==> config.mk <==
export PLATFORM = sky130hd
export DESIGN_NAME = alu_uart_probe
export DESIGN_NICKNAME = d
export VERILOG_FILES = /design/src/rtl/alu_probe_pkg.sv /design/src/rtl/alu_probe_core.sv /design/src/rtl/alu_uart_probe.sv
export SDC_FILE = /design/constraint.sdc
export NUM_CORES = 1
export LEC_CHECK = 0
export CAP_MARGIN = 20
export CORE_ASPECT_RATIO = 0.8
export CORE_MARGIN = 8
export CORE_UTILIZATION = 40
export CTS_BUF_LIST = sky130_fd_sc_hd__clkbuf_8
export DETAILED_ROUTE_END_ITERATION = 6
export PLACE_DENSITY_LB_ADDON = 0.1
export SETUP_SLACK_MARGIN = 0.2
export SYNTH_ARGS = -nofsm -noshare
export SYNTH_HDL_FRONTEND = slang
export SYNTH_HIERARCHICAL = 1
export SYNTH_SLANG_ARGS = --single-unit
==> constraint.sdc <==
create_clock -name sys_clk -period 4.18 [get_ports sys_clk]
set_input_delay 0.836 -clock sys_clk [delete_from_list [all_inputs] [get_ports sys_clk]]
set_output_delay 0.836 -clock sys_clk [all_outputs]
set_load 0.01 [all_outputs]
==> src/rtl/alu_probe_pkg.sv <==
// alu_probe_pkg: op codes, command bytes, flag bit indices and FSM states shared by the ALU probe
package alu_probe_pkg;

   typedef enum logic [2:0] {
      OP_ADD, OP_SUB, OP_AND, OP_OR, OP_XOR, OP_SHL1, OP_ADC, OP_SBB
   } op_e;

   typedef enum logic [2:0] {
      S_RX_CMD, S_RX_DATA, S_EXEC, S_TX_LOAD, S_TX_GAP, S_TX_WAIT
   } state_e;

   localparam logic [7:0] CMD_CLR  = 8'hE0;
   localparam logic [7:0] CMD_EXEC = 8'hE1;
   localparam logic [7:0] CMD_LDA  = 8'hE2;
   localparam logic [7:0] CMD_LDB  = 8'hE3;
   localparam logic [7:0] CMD_OPS  = 8'hE4;
   localparam logic [7:0] CMD_READ = 8'hE5;

   localparam int F_OF = 3;
   localparam int F_SF = 2;
   localparam int F_CF = 1;
   localparam int F_ZF = 0;

endpackage

==> src/rtl/alu_probe_core.sv <==
// alu_probe_core: combinational ALU producing result and next {OF,SF,CF,ZF}; ADC/SBB only with ALU_PROBE_CARRY_EN, else ops 6/7 pass a
module alu_probe_core
   import alu_probe_pkg::*;
#(
   parameter int DATA_W = 8
) (
   input  logic [DATA_W-1:0] a,
   input  logic [DATA_W-1:0] b,
   input  logic [2:0]        op,
   input  logic              cin,
   output logic [DATA_W-1:0] y,
   output logic [3:0]        flags
);

   localparam int M = DATA_W - 1;

   logic [DATA_W:0] w_a, w_b, w_wide;
   logic            w_add, w_sub, w_of;

   assign w_a = {1'b0, a};
   assign w_b = {1'b0, b};

`ifdef ALU_PROBE_CARRY_EN
   logic [DATA_W:0] w_cin;
   assign w_cin = {{DATA_W{1'b0}}, cin};
   assign w_add = op == OP_ADD || op == OP_ADC;
   assign w_sub = op == OP_SUB || op == OP_SBB;
`else
   logic w_cin_unused;
   assign w_cin_unused = cin;
   assign w_add = op == OP_ADD;
   assign w_sub = op == OP_SUB;
`endif

   // Extra top bit carries the carry/borrow for arithmetic and the shifted-out bit for SHL1
   always_comb begin
      w_wide = w_a;
      case (op_e'(op))
         OP_ADD:  w_wide = w_a + w_b;
         OP_SUB:  w_wide = w_a - w_b;
         OP_AND:  w_wide = w_a & w_b;
         OP_OR:   w_wide = w_a | w_b;
         OP_XOR:  w_wide = w_a ^ w_b;
         OP_SHL1: w_wide = {a, 1'b0};
`ifdef ALU_PROBE_CARRY_EN
         OP_ADC:  w_wide = w_a + w_b + w_cin;
         OP_SBB:  w_wide = w_a - w_b - w_cin;
`endif
         default: w_wide = w_a;
      endcase
   end

   assign y     = w_wide[M:0];
   assign w_of  = ((w_add && a[M] == b[M]) || (w_sub && a[M] != b[M])) && y[M] != a[M];
   assign flags = {w_of, y[M], w_wide[DATA_W], y == '0};

endmodule

==> src/rtl/alu_uart_probe.sv <==
// alu_uart_probe: UART command decoder, operand/flag registers and result readback around alu_probe_core (carry ops: ALU_PROBE_CARRY_EN)
module alu_uart_probe
   import alu_probe_pkg::*;
#(
   parameter int DATA_W = 8
) (
   input  logic              sys_clk,
   input  logic              sys_rst_n,
   input  logic              uart_rec,
   input  logic [7:0]        uart_data_out,
   input  logic              uart_tx_busy,
   output logic              uart_send,
   output logic [7:0]        uart_data_in,
   output logic [DATA_W-1:0] op_a,
   output logic [DATA_W-1:0] op_b,
   output logic [DATA_W-1:0] result,
   output logic [3:0]        flags,
   output logic [2:0]        op_sel,
   output logic              busy
);

   localparam logic [2:0] NB = 3'(DATA_W / 8 + 1);

   state_e              r_state, w_next;
   logic [7:0]          r_cmd;
   logic [DATA_W-1:0]   r_op_a, r_op_b, r_result, w_y;
   logic [3:0]          r_flags, w_flags;
   logic [2:0]          r_op_sel, r_left;
   logic [DATA_W+7:0]   r_snap;
   logic                w_rx_cmd, w_rx_data, w_tx_next;

   assign w_rx_cmd  = r_state == S_RX_CMD && uart_rec && uart_data_out != 8'h00;
   assign w_rx_data = r_state == S_RX_DATA && uart_rec;
   assign w_tx_next = r_state == S_TX_WAIT && !uart_tx_busy;

   alu_probe_core #(.DATA_W(DATA_W)) u_core (
      .a     (r_op_a),
      .b     (r_op_b),
      .op    (r_op_sel),
      .cin   (r_flags[F_CF]),
      .y     (w_y),
      .flags (w_flags)
   );

   // State register
   always_ff @(posedge sys_clk or negedge sys_rst_n)
      if (!sys_rst_n) r_state <= S_RX_CMD;
      else            r_state <= w_next;

   // Next state and UART/busy outputs; bytes arriving outside RX states fall through unobserved
   always_comb begin
      w_next       = r_state;
      uart_send    = 1'b0;
      uart_data_in = 8'h00;
      busy         = 1'b1;
      case (r_state)
         S_RX_CMD: begin
            busy = 1'b0;
            if (w_rx_cmd) w_next = S_RX_DATA;
         end
         S_RX_DATA: begin
            busy = 1'b0;
            if (uart_rec) w_next = r_cmd == CMD_EXEC ? S_EXEC : r_cmd == CMD_READ ? S_TX_LOAD : S_RX_CMD;
         end
         S_EXEC:    w_next = S_RX_CMD;
         S_TX_LOAD: begin
            uart_send    = 1'b1;
            uart_data_in = r_snap[DATA_W+7 -: 8];
            w_next       = S_TX_GAP;
         end
         S_TX_GAP:  w_next = S_TX_WAIT;
         S_TX_WAIT: if (!uart_tx_busy) w_next = r_left == 3'd1 ? S_RX_CMD : S_TX_LOAD;
         default:   w_next = S_RX_CMD;
      endcase
   end

   // Command latch, operand loads and ALU result/flag capture at the end of EXEC
   always_ff @(posedge sys_clk or negedge sys_rst_n)
      if (!sys_rst_n) begin
         r_cmd    <= '0;
         r_op_a   <= '0;
         r_op_b   <= '0;
         r_op_sel <= '0;
         r_result <= '0;
         r_flags  <= '0;
      end else begin
         if (w_rx_cmd) r_cmd <= uart_data_out;
         if (w_rx_data && r_cmd == CMD_LDA) r_op_a <= DATA_W'({r_op_a, uart_data_out});
         if (w_rx_data && r_cmd == CMD_LDB) r_op_b <= DATA_W'({r_op_b, uart_data_out});
         if (w_rx_data && r_cmd == CMD_OPS) r_op_sel <= uart_data_out[2:0];
         if (w_rx_data && r_cmd == CMD_CLR) begin
            r_op_a   <= '0;
            r_op_b   <= '0;
            r_result <= '0;
            r_flags  <= '0;
         end
         if (r_state == S_EXEC) begin
            r_result <= w_y;
            r_flags  <= w_flags;
         end
      end

   // Readback snapshot: result bytes MSB first then the flag byte, shifted out one byte per send
   always_ff @(posedge sys_clk or negedge sys_rst_n)
      if (!sys_rst_n) begin
         r_snap <= '0;
         r_left <= '0;
      end else if (w_rx_data && r_cmd == CMD_READ) begin
         r_snap <= {r_result, 4'h0, r_flags};
         r_left <= NB;
      end else if (w_tx_next) begin
         r_snap <= r_snap << 8;
         r_left <= r_left - 3'd1;
      end

   assign op_a   = r_op_a;
   assign op_b   = r_op_b;
   assign result = r_result;
   assign flags  = r_flags;
   assign op_sel = r_op_sel;

endmodule
==> run metrics, run 1 <==
# Post-CTS Setup Buffers=0; Max Freq=0.298 GHz; CP max stage delay=0.53 ns; LEAKAGE=2.03 nW; CTS root buffer=clkbuf_8; Ant. Diodes=0; Core Rows=32; CTS tree=done; Critical-path top delay cell=fa_1; outcome=completed; Post-DP HPWL=7150 um; unique cell type count in the Yosys netlist=61; Syn-to-layout area delta=19.6%; r2r startpoint=op_sel[2]$_DFFE_PN0P_; CP arrival=3.62 ns; Cells after Synth=395; Die Wd=127 um; post-synth top area cell=dfrtp_1; post-CTS resize count=0; reg2reg setup slack=0.82 ns; Post-Route WL=9600 um; Post-synth EDFFs=0; setup TNS=0 ns; synthesized area per cell=9.91 um^2; RSZ-0062 raised after global routing=no; I/O pins=53; pre-CTS setup slack=0.833 ns; crit-path cells=nor3_2, mux2_2, fa_1, inv_1, mux4_2, nor3_1, or4b_1, nor3_2, mux2i_1, nor2_1; headroom to the max-slew limit=48.8%; grt total ovfl=0; startpoint types=flop; Power Density=636 nW/um^2; Most common cell on crit path=nor3_2; CTS Hold Bufs=0; Worst Setup Path Type=flop to flop; buffers plus inverters on the worst setup path=1; sequential area share after synthesis=36.4%; reg-to-reg critical path endpoint=flags[0]$_DFFE_PN0P_; Synth area leaders=dfrtp_1, ha_1, mux2_2, mux2i_1, nor2_1; share of the synthesized area in the top cell type=36.4%; Seq cells post-synth=57; GRT Overall Usage=14.8%; die height=105 um; clock sinks=57; residual DRC count=0; Via density=5.36; core box area=9570 um^2; DR iter-0 viols=142; Avg WL per Cell=16.9 um; clk slew on worst S/H paths=0.07 ns; first-pass GRT wire length=15900 um; Synth Cell Area=3920 um^2; reg2reg path depth=10; commonest non-fill, non-tap cell in the layout=dfrtp_1; Fillers=930; commonest non-fill, non-tap cells in the layout=dfrtp_1, clkdlybuf4s50_1, nor2_1, nand2_1, ha_1; CP required=4.44 ns; Max FO, Critical Path=7; clk buf depth=2; Starting Density=40.9%; Final Slew Violations=0; Final ANT Viol Nets=0; Worst Setup End Kind=flop; Setup-failing EPs final=0; total number of vias=3045; Cell Area, Placed=4510 um^2; top cell family by delay on the critical path=simple AND/OR/NAND/NOR gates; share of layout cells above drive strength 1=12.0%; DIE AREA=13200 um^2; Async SR Flop Fraction=100%; Tcrit/Tclk final=80.3%; Ys Warns=6; Design Area, Final=4690 um^2; Port Buffer Count=52; post-synth net total=435; Synth Flop Type=dfrtp_1; initial antenna violation count=0; total CTS buffers=9; Worst-Skew Late Latency=0.33 ns; worst vdd ir=0.000255 V; H-tree levels=3; TritonRoute pass-1 iters=4; vias in the first global route=3038; Placer Congestion=0.831; largest net degree at the start of global routing=37; Final Hold Viols=0; slew at the pin with the worst max-slew slack=0.766 ns; Nets=484; Hold Path Class=primary input to asynchronous set/reset pin; final setup margin=0.822 ns; Tmin final=3.36 ns; clock skew=0.0123 ns; MaxCap Viol Count=0
-- state kept, by name, summed over array words and instances (netlist names) --
name,count
flags,4
op_a,8
op_b,8
op_sel,3
r_cmd,8
r_left,3
r_snap,12
r_state,3
result,8
-- logic make-up (layout without fill, tap and decap cells) --
group	after synthesis	count (layout)	share of synthesized area (%)
and+or+nand+nor	127	127	19.1
adders and majority gates	28	28	9.14
xor gates and xnor gates	14	14	3.13
muxes	45	45	13.2
DFF	57	57	36.4
AOI/OAI and AO/OA	82	82	13.8
buffers and inverters	42	96	5.14
-- worst max-delay path by stage --
stage,from,endpoint,slack (ns),depth (start not counted)
final,op_sel[2]$_DFFE_PN0P_,flags[0]$_DFFE_PN0P_,0.82,10
after global routing,op_sel[2]$_DFFE_PN0P_,flags[0]$_DFFE_PN0P_,0.62,10
after CTS,op_sel[2]$_DFFE_PN0P_,flags[0]$_DFFE_PN0P_,0.83,10
after detailed placement,op_sel[2]$_DFFE_PN0P_,flags[0]$_DFFE_PN0P_,0.83,10
after global placement,op_sel[2]$_DFFE_PN0P_,flags[0]$_DFFE_PN0P_,0.86,10
after floorplan,op_sel[1]$_DFFE_PN0P_,flags[0]$_DFFE_PN0P_,0.57,13
-- layout make-up --
| class | count | area, um^2 | share of cell area, % |
|---|---|---|---|
| Sequential cell | 57 | 1430 | 30.4 |
| Timing Repair Buffer | 58 | 561 | 12.0 |
| Clock buffer | 10 | 138 | 2.94 |
| Inverter | 22 | 82.6 | 1.76 |
| Multi-Input combinational cell | 296 | 2290 | 48.9 |
| Tap cell | 119 | 149 | 3.18 |
| Clock inverter | 6 | 36.3 | 0.774 |
-- cells in the mapped netlist, types with 3 or more instances --
library cell and number:
o21ai_0 18, buf_4 4, dfrtp_1 57, a31oi_1 7
ha_1 27, nand3b_1 3, nor2b_1 4, nor3_1 3
a21oi_1 19, buf_2 5, mux2_2 17, a221o_1 8
clkbuf_1 7, a21boi_0 8, a211oi_1 3, xor2_1 3
a21o_1 5, mux2i_1 18, nand2_1 29, or4_1 3
mux2_1 7, xnor2_1 11, buf_6 3, inv_1 21
nor2_1 38, mux4_2 3, nand2b_1 7, and2_1 16
-- layer usage --
metal / wire (um) / track usage, %
met2: 4280 / 22.4
met3: 513 / 3.74
met5: 0 / 0
met4: 94 / 4.03
met1: 4710 / 20.4
-- metrics by stage --
stage	util (%)	std cells	total power [W]	hold WS [ns]
5_1_grt	49.0	568	0.00323	0.498
4_1_cts	49.0	568	0.00301	0.472
3_3_place_gp	47.1	552	0.00252	0.471
6_report	49.0	568	0.00298	0.470
2_1_floorplan	-	395	0.00207	0.459
3_5_place_dp	47.1	552	0.00255	0.476
-- where the power goes --
part           switching (W)  total, W  internal [W]  leakage [nW]
Clock               0.000220  0.000446      0.000226        0.0909
Combinational       0.000770   0.00155      0.000783          1.26
Sequential          0.000247  0.000983      0.000736         0.680
No activity file was read; power rests on OpenSTA's default activity.
==> run 2: changes to the inputs <==
Clock period 4.18 ns to 3.4 ns, I/O delays scaled along.
==> run 2 against run 1 <==
Flip-flop and latch count unchanged; hold slack got worse by 0.14 ns; critical path depth increased by 1; fmax increased by 4.7%; clock-buffer cell count increased by 1; via count increased by 1.4%; die area unchanged; clock power increased by 47%; worst setup slack got worse by 0.63 ns; highest routed layer unchanged.
==> run metrics, run 2 (synthesis gave the netlist of run 1 again) <==
Max Freq=0.312 GHz (was 0.298 GHz); slew at the pin with the worst max-slew slack=0.768 ns (was 0.766 ns); Starting Density=40.9% (unchanged); die height=105 um (unchanged); headroom to the max-slew limit=48.6% (was 48.8%); Syn-to-layout area delta=24.5% (was 19.6%); residual DRC count=0 (unchanged); TritonRoute pass-1 iters=4 (unchanged); Ant. Diodes=0 (unchanged); setup TNS=0 ns (unchanged); reg2reg path depth=11 (was 10); largest net degree at the start of global routing=37 (unchanged); Hold Path Class=primary input to asynchronous set/reset pin (unchanged); Avg WL per Cell=17.0 um (was 16.9 um); Nets=497 (was 484); RSZ-0062 raised after global routing=yes (was no); GR met1 Demand/Resource=20.2% (was 20.4%); Setup-failing EPs final=0 (unchanged); Post-DP HPWL=7290 um (was 7150 um); core box area=9570 um^2 (unchanged); grt met3 use=4.15% (was 3.74%); Core Rows=32 (unchanged); total CTS buffers=9 (unchanged); H-tree levels=3 (unchanged); Via density=5.32 (was 5.36); initial antenna violation count=0 (unchanged); Placer Congestion=0.830 (was 0.831); I/O pins=53 (unchanged); Tcrit/Tclk final=94.3% (was 80.3%); r2r startpoint=op_b[0]$_DFFE_PN0P_ (was op_sel[2]$_DFFE_PN0P_); DR iter-0 viols=136 (was 142); MaxCap Viol Count=0 (unchanged); clock sinks=57 (unchanged); reg2reg setup slack=0.19 ns (was 0.82 ns); share of layout cells above drive strength 1=17.1% (was 12.0%); Worst Setup End Kind=flop (unchanged); grt total ovfl=0 (unchanged); Tmin final=3.21 ns (was 3.36 ns); clk buf depth=2 (unchanged); worst vdd ir=0.000319 V (was 0.000255 V); startpoint types=flop (unchanged); global-route met2 utilization=22.9% (was 22.4%); LEAKAGE=2.10 nW (was 2.03 nW); outcome=completed (unchanged); CTS tree=done (unchanged); Worst Setup Path Type=flop to flop (unchanged); DIE AREA=13200 um^2 (unchanged); Final Util=51.0% (was 49.0%); Max FO, Critical Path=7 (unchanged); CTS Hold Bufs=0 (unchanged); vias in the first global route=3077 (was 3038); commonest non-fill, non-tap cell in the layout=dfrtp_1 (unchanged); total number of vias=3089 (was 3045); Post-Route WL=9850 um (was 9600 um); Final Hold Viols=0 (unchanged); Power Density=814 nW/um^2 (was 636 nW/um^2); Final Slew Violations=0 (unchanged); first-pass GRT wire length=16100 um (was 15900 um); layer carrying the most global-route usage=met2 (unchanged); Largest register FFs=12 (unchanged); clk slew on worst S/H paths=0.07 ns (about the same); commonest non-fill, non-tap cells in the layout=dfrtp_1, clkdlybuf4s50_1, nor2_1, nand2_1, ha_1 (unchanged); Worst-Skew Late Latency=0.34 ns (was 0.33 ns); Largest Register=r_snap (unchanged); Final Power=0.00397 W (was 0.00298 W); clock skew=0.0208 ns (was 0.0123 ns); Port Buffer Count=52 (unchanged); CP arrival=3.46 ns (was 3.62 ns); Final ANT Viol Nets=0 (unchanged); reg-to-reg critical path endpoint=flags[0]$_DFFE_PN0P_ (unchanged); CTS root buffer=clkbuf_8 (unchanged); Die Wd=127 um (unchanged); GRT Overall Usage=14.9% (was 14.8%); CP required=3.65 ns (was 4.44 ns)
==> run 2: critical path, cell delays in order, from the launching register on <==
cell	delay, ns
dfrtp_2	0.46
inv_2	0.11
ha_4	0.20
mux2_4	0.28
fa_2	0.54
inv_2	0.03
mux4_2	0.48
nor3_2	0.22
or4b_4	0.48
nor3_2	0.16
mux2i_1	0.09
nor2_1	0.09
==> run 2: worst max path at each step <==
| stage | from | to | slack (ns) |
|---|---|---|---|
| finish | op_b[0]$_DFFE_PN0P_ | flags[0]$_DFFE_PN0P_ | 0.19 |
| global route | op_b[0]$_DFFE_PN0P_ | flags[3]$_DFFE_PN0P_ | 0.07 |
| CTS | op_b[0]$_DFFE_PN0P_ | flags[3]$_DFFE_PN0P_ | 0.22 |
| detailed placement | op_b[0]$_DFFE_PN0P_ | flags[0]$_DFFE_PN0P_ | 0.14 |
| global placement | op_b[0]$_DFFE_PN0P_ | flags[0]$_DFFE_PN0P_ | 0.29 |
| floorplan | op_sel[1]$_DFFE_PN0P_ | flags[0]$_DFFE_PN0P_ | 0.06 |
==> run 2: layout make-up <==
| cell class | count | area, um^2 |
|---|---|---|
| fill | 911 | 4690 |
| multi-input combinational | 296 | 2350 |
| sequential | 57 | 1430 |
| timing repair buffer | 71 | 662 |
| clock buffer | 11 | 151 |
| tap | 119 | 149 |
| inverter | 22 | 82.6 |
| clock inverter | 5 | 55.1 |
==> run 2: stage by stage <==
| stage | cell area (um^2) | setup slack [ns] | hold WS (ns) | std cells |
|---|---|---|---|---|
| after global placement | 4600 | 0.292 | 0.472 | 562 |
| after global routing | 4880 | 0.0702 | 0.336 | 581 |
| after detailed placement | 4600 | 0.138 | 0.484 | 562 |
| after floorplan | 3960 | 0.0649 | 0.384 | 395 |
| after CTS | 4820 | 0.220 | 0.326 | 578 |
| final | 4880 | 0.193 | 0.328 | 581 |
==> run 2: repair_timing <==
item,CTS,global route
pin swaps,0,4
setup buffers,0,3
gates resized for setup,3,8
setup endpoints to repair,1,2
==> run 2: report_power, final <==
| group | total (W) | switching [W] | internal [W] |
|---|---|---|---|
| Sequential | 0.00119 | 0.000282 | 0.000906 |
| Combinational | 0.00213 | 0.00104 | 0.00109 |
| Clock | 0.000657 | 0.000281 | 0.000376 |
| Total | 0.00397 | 0.00160 | 0.00237 |
==> run 2: routing by layer <==
layer / wire, um / share of wire [%]
met1: 4880 / 50
met2: 4390 / 45
met3: 485 / 4.9
met4: 94 / 0.95
met5: 0 / 0
